===== src/rtl/prga.sv =====
// ARC4 pseudo-random generation / decrypt stage: reads the KSA-prepared S box,
// produces the keystream and writes a length-prefixed plaintext from the ciphertext.
module prga #(
  parameter int unsigned MEM_AW = 8,
  parameter int unsigned DW     = 8
) (
  input  logic              clk,
  input  logic              rst,
  input  logic              en,
  output logic              rdy,
  output logic [MEM_AW-1:0] s_addr,
  input  logic [DW-1:0]     s_rddata,
  output logic [DW-1:0]     s_wrdata,
  output logic              s_wren,
  output logic [MEM_AW-1:0] ct_addr,
  input  logic [DW-1:0]     ct_rddata,
  output logic [MEM_AW-1:0] pt_addr,
  output logic [DW-1:0]     pt_wrdata,
  output logic              pt_wren
);

  typedef enum logic [3:0] {
    IDLE,
    L_ADDR,
    L_DATA,
    W_LEN,
    I_ADDR,
    I_DATA,
    J_ADDR,
    J_DATA,
    W_I,
    W_J,
    P_ADDR,
    P_DATA,
    W_PT
  } state_e;

  state_e            state_q;
  logic              rdy_q;
  logic [MEM_AW-1:0] s_addr_q;
  logic [DW-1:0]     s_wrdata_q;
  logic              s_wren_q;
  logic [MEM_AW-1:0] ct_addr_q;
  logic [MEM_AW-1:0] pt_addr_q;
  logic [DW-1:0]     pt_wrdata_q;
  logic              pt_wren_q;
  logic [MEM_AW-1:0] i_q;
  logic [MEM_AW-1:0] j_q;
  logic [MEM_AW-1:0] k_q;
  logic [MEM_AW-1:0] len_q;
  logic [DW-1:0]     si_q;
  logic [DW-1:0]     sj_q;

  logic [MEM_AW-1:0] j_d;
  logic [MEM_AW-1:0] pad_addr_d;
  logic [MEM_AW-1:0] i_inc_d;
  logic [MEM_AW-1:0] k_inc_d;

  assign j_d        = j_q + MEM_AW'(s_rddata);
  assign pad_addr_d = MEM_AW'(si_q + sj_q);
  assign i_inc_d    = i_q + MEM_AW'(1);
  assign k_inc_d    = k_q + MEM_AW'(1);

  // Outputs are registered, so each state loads the values the next state presents.
  always_ff @(posedge clk or posedge rst) begin
    if (rst) begin
      state_q     <= IDLE;
      rdy_q       <= 1'b1;
      s_addr_q    <= '0;
      s_wrdata_q  <= '0;
      s_wren_q    <= 1'b0;
      ct_addr_q   <= '0;
      pt_addr_q   <= '0;
      pt_wrdata_q <= '0;
      pt_wren_q   <= 1'b0;
      i_q         <= '0;
      j_q         <= '0;
      k_q         <= '0;
      len_q       <= '0;
      si_q        <= '0;
      sj_q        <= '0;
    end else begin
      case (state_q)
        IDLE: begin
          if (en) begin
            state_q   <= L_ADDR;
            rdy_q     <= 1'b0;
            ct_addr_q <= '0;
            i_q       <= '0;
            j_q       <= '0;
          end
        end
        L_ADDR: state_q <= L_DATA;
        L_DATA: begin
          len_q       <= MEM_AW'(ct_rddata);
          pt_addr_q   <= '0;
          pt_wrdata_q <= ct_rddata;
          pt_wren_q   <= 1'b1;
          state_q     <= W_LEN;
        end
        W_LEN: begin
          pt_wren_q <= 1'b0;
          k_q       <= MEM_AW'(1);
          i_q       <= MEM_AW'(1);
          if (len_q == '0) begin
            state_q <= IDLE;
            rdy_q   <= 1'b1;
          end else begin
            s_addr_q <= MEM_AW'(1);
            state_q  <= I_ADDR;
          end
        end
        I_ADDR: state_q <= I_DATA;
        I_DATA: begin
          si_q     <= s_rddata;
          j_q      <= j_d;
          s_addr_q <= j_d;
          state_q  <= J_ADDR;
        end
        J_ADDR: state_q <= J_DATA;
        // Swap: write S[i]=sj then S[j]=si; identical when i==j.
        J_DATA: begin
          sj_q       <= s_rddata;
          s_addr_q   <= i_q;
          s_wrdata_q <= s_rddata;
          s_wren_q   <= 1'b1;
          state_q    <= W_I;
        end
        W_I: begin
          s_addr_q   <= j_q;
          s_wrdata_q <= si_q;
          s_wren_q   <= 1'b1;
          state_q    <= W_J;
        end
        W_J: begin
          s_wren_q  <= 1'b0;
          s_addr_q  <= pad_addr_d;
          ct_addr_q <= k_q;
          state_q   <= P_ADDR;
        end
        P_ADDR: state_q <= P_DATA;
        P_DATA: begin
          pt_addr_q   <= k_q;
          pt_wrdata_q <= s_rddata ^ ct_rddata;
          pt_wren_q   <= 1'b1;
          state_q     <= W_PT;
        end
        W_PT: begin
          pt_wren_q <= 1'b0;
          if (k_q == len_q) begin
            state_q <= IDLE;
            rdy_q   <= 1'b1;
          end else begin
            k_q      <= k_inc_d;
            i_q      <= i_inc_d;
            s_addr_q <= i_inc_d;
            state_q  <= I_ADDR;
          end
        end
        default: begin
          state_q   <= IDLE;
          rdy_q     <= 1'b1;
          s_wren_q  <= 1'b0;
          pt_wren_q <= 1'b0;
        end
      endcase
    end
  end

  assign rdy       = rdy_q;
  assign s_addr    = s_addr_q;
  assign s_wrdata  = s_wrdata_q;
  assign s_wren    = s_wren_q;
  assign ct_addr   = ct_addr_q;
  assign pt_addr   = pt_addr_q;
  assign pt_wrdata = pt_wrdata_q;
  assign pt_wren   = pt_wren_q;

endmodule

===== config.mk =====
export PLATFORM = sky130hd
export DESIGN_NAME = prga
export DESIGN_NICKNAME = d
export VERILOG_FILES = /design/src/rtl/prga.sv
export SDC_FILE = /design/constraint.sdc
export NUM_CORES = 1
export LEC_CHECK = 0
export ABC_CLOCK_PERIOD_IN_PS = 4700
export CORE_MARGIN = 1.5
export CORE_UTILIZATION = 25
export CTS_CLUSTER_SIZE = 12
export DETAILED_ROUTE_END_ITERATION = 8
export SYNTH_ARGS = -nofsm -noshare
export SYNTH_HDL_FRONTEND = slang
export SYNTH_SLANG_ARGS = --single-unit

===== constraint.sdc =====
create_clock -name clk -period 4.7 [get_ports clk]
set_input_delay 0.47 -clock clk [delete_from_list [all_inputs] [get_ports clk]]
set_output_delay 0.47 -clock clk [all_outputs]
set_load 0.1 [all_outputs]

==> summary by stage, run 1 <==
Worst setup path
The most critical setup path has its startpoint at state_q[1]$_DFFE_PP0N_. The critical path goes through nor2_1, nand2_1, or3_1, and3_1, o21ai_0, a22o_1. On the worst path, the slowest cell contributes a delay of 0.84 ns. The capture point of the critical path is i_q[7]$_DFFE_PP0P_.

The total number of cells along the worst setup path is 6. The setup path with the least slack is of type flop to flop. The startpoint type of the worst setup path is a flop. The cell depth of the worst flop-to-flop path is 6. The arrival time at the worst endpoint is 2.84 ns. The count of buffering cells on the critical path with inverters included is 0. The category of the worst setup path capture point is a flop. The data required time of the critical path is 4.93 ns. The dominant delay contributor by cell family on the critical path is simple AND/OR/NAND/NOR gates. In this run the critical register-to-register path is launched from state_q[1]$_DFFE_PP0N_. The endpoint identified for the worst register-to-register timing path is i_q[7]$_DFFE_PP0P_. The largest driver fanout on the critical path is 21. The slowest stage of the critical path belongs to the cell sky130_fd_sc_hd__dfrtp_1. The setup slack of the worst register-to-register path is 2.09 ns.

Clock tree
Hold repair after CTS inserted 0 buffers. The number of H-tree branching levels is 3. The longest clock path from root to sink contains 2 buffers. The clock insertion delay at the later pin of the skew report is 0.34 ns. The root cell of the clock tree is sky130_fd_sc_hd__clkbuf_16. The number of clock buffers added by TritonCTS is 9. Post-CTS repair changed the size of 0 cells. After clock tree synthesis, the clock-pin slew on the worst setup and hold paths is 0.07 ns. TritonCTS built the clock tree. The setup fix buffers added after clock tree synthesis is 0. The number of clock sinks is 95.

Detailed routing
In the routed design, unresolved DRC markers number 0. Once detail routing completed, the nets flagged for antenna violations numbered 0. Dividing the detail-routed via count by the number of cells gives 4.856. The routed design has 13.89 mm of wire. The number of DRC markers in iteration 0 is 249. The first detailed-routing pass ran for 5 iterations.

Dividing the detail-routed wire length by the instance count gives 16.13 um. The via total after detailed routing is 4181.

Logic synthesis
The number of flops mapped to enable cells by yosys is 0. The count of mapped cells out of synthesis is 538. After synthesis, the netlist uses 57 different library cells. Counting flops with an async set or reset pin after synthesis yields a share of 100.0%. The most frequently used flop master after synthesis is sky130_fd_sc_hd__dfrtp_1. When the netlist entered floorplanning its net count stood at 579.

The count of state elements after synthesis is 95. The cell area that synthesis handed to floorplanning was 5126 sq um. For this run, the number of Yosys warnings is 0. A synthesized cell averages 9.528 sq um. The sequential element share of the synthesized area is 46.40%.

Cells and area
The layout has 2140 filler cells. In the final layout, the share of cells above drive strength 1 is 7.614%. The most common library cell in the layout ignoring fill and taps is sky130_fd_sc_hd__nand2_1. The top cell types in the final layout, fill and taps aside, are sky130_fd_sc_hd__nand2_1, sky130_fd_sc_hd__dfrtp_1, sky130_fd_sc_hd__clkdlybuf4s50_1. The repair_antennas step left the layout with diodes totalling 0.

Relative to the synthesized area, the layout overhead comes to 22.68%. At the end of the flow, the number of nets in the layout was 627. After routing the design area is 6289 sq um.

STA
The final setup violation count is 0. The final hold violation count is 0. The post-route clock skew is 0.007988 ns. For the pin with the worst max-slew slack, the measured transition is 1.022 ns. Setup repair after global routing left no endpoint under its margin. The post-route fraction of the period consumed by the critical path is 55.48%. The clock period minus worst slack is 2.607 ns. The fmax is 383.5 MHz. After routing, the total negative slack on setup checks comes to 0 ns. The normalized max-slew margin is 31.63%. The number of pins exceeding their max-slew limit in the final report is 0.

Die
The initial core utilization is 25.42%. The full die area is 21370 sq um. The number of rows in the core area is 52. Measured along the y axis, the die boundary spans 146.2 um. The die is 146.2 um wide. 62 I/O pins were placed.

The total area inside the core boundary comes to 20170 sq um.

Power
IR analysis of the VDD net gives a maximum drop of 0.4544 mV. The analysis attributes to net switching a power of 2247 uW. The combinational power share is 52.5%.

The cell internal power dissipation is 2300 uW. Of the total power, registers draw 30.0%. The switching part of the total is 49.42%. The clock network accounts for 17.5% of the total power. The ratio of total power to cell area is 723.1 nW/um^2.

The static leakage power is 0.002726 uW.

Global routing
The aggregate global-route resource usage is 13.47%. The first-pass GRT wire length is 22.83 mm. The maximum number of pins on one net before global-route repair is 76. The via count of the first global-routing pass is 4108.

For this run the aggregate overflow at the end of global routing stands at 0. The initial antenna violation count is 0.

Placement
The post-placement cell area is 5966 sq um. The number of buffers added on ports is 61. The final HPWL from detailed placement is 9.971 mm. The congestion estimate from routability-driven global placement came to 0.8041.

Job
The number of max-cap violations is 0.

Min path
The type of the most critical hold path is flop to flop.

Outcome
The flow ran to the end, and the final reports show no timing, DRC or antenna violations.
Yosys cell counts (7+ instances only):
cell	n	share of area, %
sky130_fd_sc_hd__buf_2	11	1.1
sky130_fd_sc_hd__xnor2_1	15	2.6
sky130_fd_sc_hd__o21ai_0	25	2.4
sky130_fd_sc_hd__xor2_1	10	1.7
sky130_fd_sc_hd__nor2_1	33	2.4
sky130_fd_sc_hd__a22o_1	26	4.4
sky130_fd_sc_hd__mux2_2	10	2.2
sky130_fd_sc_hd__clkbuf_1	13	0.95
sky130_fd_sc_hd__ha_1	20	4.9
sky130_fd_sc_hd__dfrtp_1	94	46
sky130_fd_sc_hd__nand3_1	18	1.8
sky130_fd_sc_hd__a21oi_1	21	2.1
sky130_fd_sc_hd__a21o_1	7	1.0
sky130_fd_sc_hd__nand2b_1	9	1.1
sky130_fd_sc_hd__nand2_1	108	7.9
sky130_fd_sc_hd__inv_1	12	0.88
sky130_fd_sc_hd__and3_1	7	0.85
sky130_fd_sc_hd__a311oi_1	8	1.4
sky130_fd_sc_hd__nor3_1	10	0.98
sky130_fd_sc_hd__o211ai_1	9	1.3
cells by family (layout without fill, tap and decap cells):
family | after synthesis | after routing | synth area share [%]
simple gates | 214 | 214 | 19.60
compound gates | 133 | 133 | 18.38
flops | 95 | 95 | 46.40
buf+inv | 39 | 92 | 3.490
xor+xnor | 25 | 25 | 4.271
fa+ha+maj | 22 | 22 | 5.663
mux | 10 | 10 | 2.197
stage by stage:
stage / hold WS [ns] / util [%] / std cells / total power [uW] / setup slack [ns]
2_1_floorplan: 0.4499 / - / 538 / 3180 / 1.755
3_3_place_gp: 0.4663 / 29.58 / 845 / 3737 / 1.823
3_5_place_dp: 0.4697 / 29.58 / 845 / 3764 / 1.823
4_1_cts: 0.4875 / 31.18 / 861 / 4573 / 2.147
5_1_grt: 0.5030 / 31.18 / 861 / 4846 / 1.927
6_report: 0.4802 / 31.18 / 861 / 4547 / 2.093
area by class of cell:
class,instances,area [sq um],share of cell area [%]
multi-input combinational,404,2569,40.85
sequential,95,2379,37.82
timing repair buffer,64,633.1,10.07
tap,270,337.8,5.372
clock buffer,9,225.2,3.581
clock inverter,7,97.59,1.552
inverter,12,47.55,0.7561
power groups by stage:
stage | logic (uW) | registers (uW) | clock network (uW)
final | 2390 | 1360 | 797
after global routing | 2590 | 1400 | 856
after CTS | 2400 | 1360 | 813
after detailed placement | 2390 | 1380 | 0
after global placement | 2370 | 1370 | 0
after floorplan | 1150 | 2030 | 0
registers in the layout, summed over array words and instances (netlist names), 8 cells and up:
signal     flops
s_addr         8
j_q            8
len_q          8
ct_addr        8
i_q            8
pt_wrdata      8
k_q            8
pt_addr        8
s_wrdata       8
sj_q           8
si_q           8
routing by layer:
layer	up-vias	global-route usage, %	wire (um)
li1	2023	-	-
met1	2044	19.22	6838
met2	94	20.55	6269
met3	20	1.750	422
met4	0	5.505	356
met5	-	0	0
how the worst min path moves through the flow:
stage,cells after the start,slack [ns],end,from
floorplan,2,0.45,sj_q[0]$_DFFE_PP0P_,sj_q[0]$_DFFE_PP0P_
global placement,2,0.47,s_wren$_DFFE_PP0N_,s_wren$_DFFE_PP0N_
detailed placement,2,0.47,s_wrdata[7]$_DFFE_PP0P_,s_wrdata[7]$_DFFE_PP0P_
CTS,2,0.49,s_wrdata[7]$_DFFE_PP0P_,s_wrdata[7]$_DFFE_PP0P_
global route,2,0.50,s_wrdata[4]$_DFFE_PP0P_,s_wrdata[4]$_DFFE_PP0P_
finish,2,0.48,s_wrdata[7]$_DFFE_PP0P_,s_wrdata[7]$_DFFE_PP0P_
tightest hold or removal path: stages, from the launching register on:
cell and delay [ns]:
sky130_fd_sc_hd__dfrtp_1 0.35, sky130_fd_sc_hd__nand2_1 0.05, sky130_fd_sc_hd__nand2_1 0.05
Power figures use the tool's default switching activity.
==> run 2, diff against run 1 <==
ABC_CLOCK_PERIOD_IN_PS = 2200   (was 4700)
clock period = 2.2 ns   (was 4.7 ns; I/O delays follow)
==> run 2 against run 1 <==
  * Power is 120% higher
  * Sequential power up 110%
  * Setup slack got worse by 2.0 ns
  * Clock power rose by 81%
==> summary by stage, run 2 (same netlist as run 1, synthesis figures left out) <==
STA
The final hold violation count came to 0. Static timing analysis puts the maximum clock frequency at 476.1 MHz. The final setup violation count is 0.

The clock period minus worst slack is 2.100 ns. The final critical path takes up 95.47% of the cycle. The worst pin sits at a relative slew slack of 65.46%. The post-route clock skew is 0.008574 ns. Setup repair after global routing could not meet its margin everywhere. Adding up every negative setup slack in the final design gives 0 ns. The number of pins exceeding their max-slew limit in the final report is 0. The actual transition at the worst max-transition pin is 0.5182 ns.

Clock tree
Clock latency on the worst-skew pair, taken at its later pin, is 0.34 ns. The tree built by TritonCTS fans out to 95 sinks. In this run the number of H-tree levels came out at 3.

Buffers inserted to repair hold after CTS numbered 0. The TritonCTS clock tree is done. The post-CTS clock slew at the launch and capture registers of the worst setup and hold paths is 0.07 ns. In this run the clock root is driven by a sky130_fd_sc_hd__clkbuf_16.

The TritonCTS buffer count is 9. Counting along the longest clock path gives a buffer depth of 2.

Placement
The final HPWL from detailed placement is 10.69 mm. Including well taps, the total number of placed cells is 895. The number of buffers added on ports is 61.

The congestion estimate from routability-driven global placement came to 0.8771.

Detailed routing
The routed length per instance is 15.59 um. The first detailed-routing pass took 4 iterations. Summing over every cut layer, the via total after detailed routing is 4282. The total wirelength of the detailed-routed design is 14.22 mm. The post-route antenna net violation count is 0.

The number of DRC markers in iteration 0 is 254. The number of design rule violations left after detail routing is 0. Dividing the detail-routed via count by the number of cells gives 4.695.

Global routing
The residual overflow from global routing is 0. The aggregate global-route resource usage is 13.60%. The first-pass GRT wire length is 23.06 mm.

The via count of the first global-routing pass was 4169. Entering global routing, the biggest net connects 96 pins. The initial antenna violation count is 0.

Power
The post-layout total power is 9835 uW. The static leakage power is 0.003014 uW. The highest ir drop seen on vdd is 1.322 mV. For this design the ratio of total power to cell area is 1496 nW/um^2.

Min path
The worst hold path belongs to the class primary input to asynchronous set/reset pin.

Worst setup path
The capture instance of the worst register-to-register path is s_addr[4]$_DFFE_PP0P_. The largest driver fanout on the critical path is 2. At the worst endpoint, the required time is 2.43 ns.

Data arrives at the worst endpoint at 2.33 ns. The worst register-to-register path begins at si_q[0]$_DFFE_PP0P_. The worst setup path is captured at a flop. The cell depth of the worst flop-to-flop path is 8. The start-to-end type of the worst setup path is flop to flop. The worst setup path is launched from a flop.

The setup slack of the worst register-to-register path is 0.1 ns.

Die
The total area inside the core boundary comes to 20170 sq um. The die covers 21370 sq um. The number of rows in the core area is 52.

The die is 146.2 um tall. The initial core utilization is 25.42%. From left edge to right edge, the die measures 146.2 um. The number of top-level design ports is 62.

Cells and area
Cells fill 32.59% of the core in the end. The number of antenna diodes in the final layout is 0. The final net count is 678.

In the final layout, the share of cells above drive strength 1 is 23.52%. Leaving out fill and tap cells, the most frequent cells in the layout are sky130_fd_sc_hd__nand2_1, sky130_fd_sc_hd__buf_4, sky130_fd_sc_hd__dfrtp_1. From synthesis to final layout, the design area changed by 28.22%. The post-layout instance count excluding filler cells is 912.

Leaving out fill and tap cells, the most frequent cell in the layout is sky130_fd_sc_hd__nand2_1.

Job
The number of max-cap violations is 0.

Outcome
The run finished with clean final reports.
## run 2: report_power, final
part / internal [uW] / total [uW] / leakage, uW / switching, uW
combinational: 1870 / 5570 / 0.00168 / 3710
sequential: 2330 / 2820 / 0.00121 / 483
clock: 761 / 1440 / 0.000124 / 683
## run 2: how the worst max path moves through the flow
stage,cells after the start,startpoint,end,slack (ns)
floorplan,8,si_q[0]$_DFFE_PP0P_,s_addr[6]$_DFFE_PP0P_,0.13
global placement,9,s_rddata[0],s_addr[6]$_DFFE_PP0P_,-0.31
detailed placement,9,s_rddata[0],s_addr[6]$_DFFE_PP0P_,-0.33
CTS,8,si_q[0]$_DFFE_PP0P_,s_addr[6]$_DFFE_PP0P_,0.01
global route,8,si_q[0]$_DFFE_PP0P_,s_addr[6]$_DFFE_PP0P_,-0.008
finish,8,si_q[0]$_DFFE_PP0P_,s_addr[4]$_DFFE_PP0P_,0.1
## run 2: critical path: stages (launching register included)
cell	delay (ns)
sky130_fd_sc_hd__dfrtp_1	0.39
sky130_fd_sc_hd__ha_2	0.20
sky130_fd_sc_hd__fa_2	0.36
sky130_fd_sc_hd__buf_6	0.13
sky130_fd_sc_hd__a21o_1	0.15
sky130_fd_sc_hd__a211o_1	0.29
sky130_fd_sc_hd__o211ai_1	0.11
sky130_fd_sc_hd__o211ai_1	0.16
sky130_fd_sc_hd__a22o_1	0.20
## run 2: timing repair
item / CTS / global route
setup endpoints to repair: 2 / 6
gates resized for setup: 5 / 10
setup buffers: 0 / 1
pin swaps: 4 / 5
## run 2: metal layers
layer | track usage [%] | share of wire, % | up-vias | wire length [um]
li1 | - | - | 2122 | -
met1 | 19.70 | 50 | 2064 | 7145
met2 | 21.00 | 45 | 85 | 6444
met3 | 1.563 | 3.1 | 11 | 438
met4 | 4.646 | 1.3 | 0 | 190
met5 | 0 | 0 | - | 0
## run 2: stage by stage
stage	hold slack [ns]	instance area (sq um)	setup slack, ns
detailed placement	0.4690	6247	-0.3268
global placement	0.4635	6247	-0.3121
finish	0.3601	6573	0.09957
global route	0.4394	6573	-0.008370
floorplan	0.3240	5130	0.1250
CTS	0.4068	6531	0.01405
## run 2: area by class of cell
cell class | instances | area [sq um]
sequential | 95 | 2380
multi-input combinational | 404 | 2615
timing repair buffer | 115 | 924.6
tap | 270 | 337.8
inverter | 12 | 48.80
clock buffer | 10 | 229.0
clock inverter | 6 | 37.54
fill | 2133 | 13600
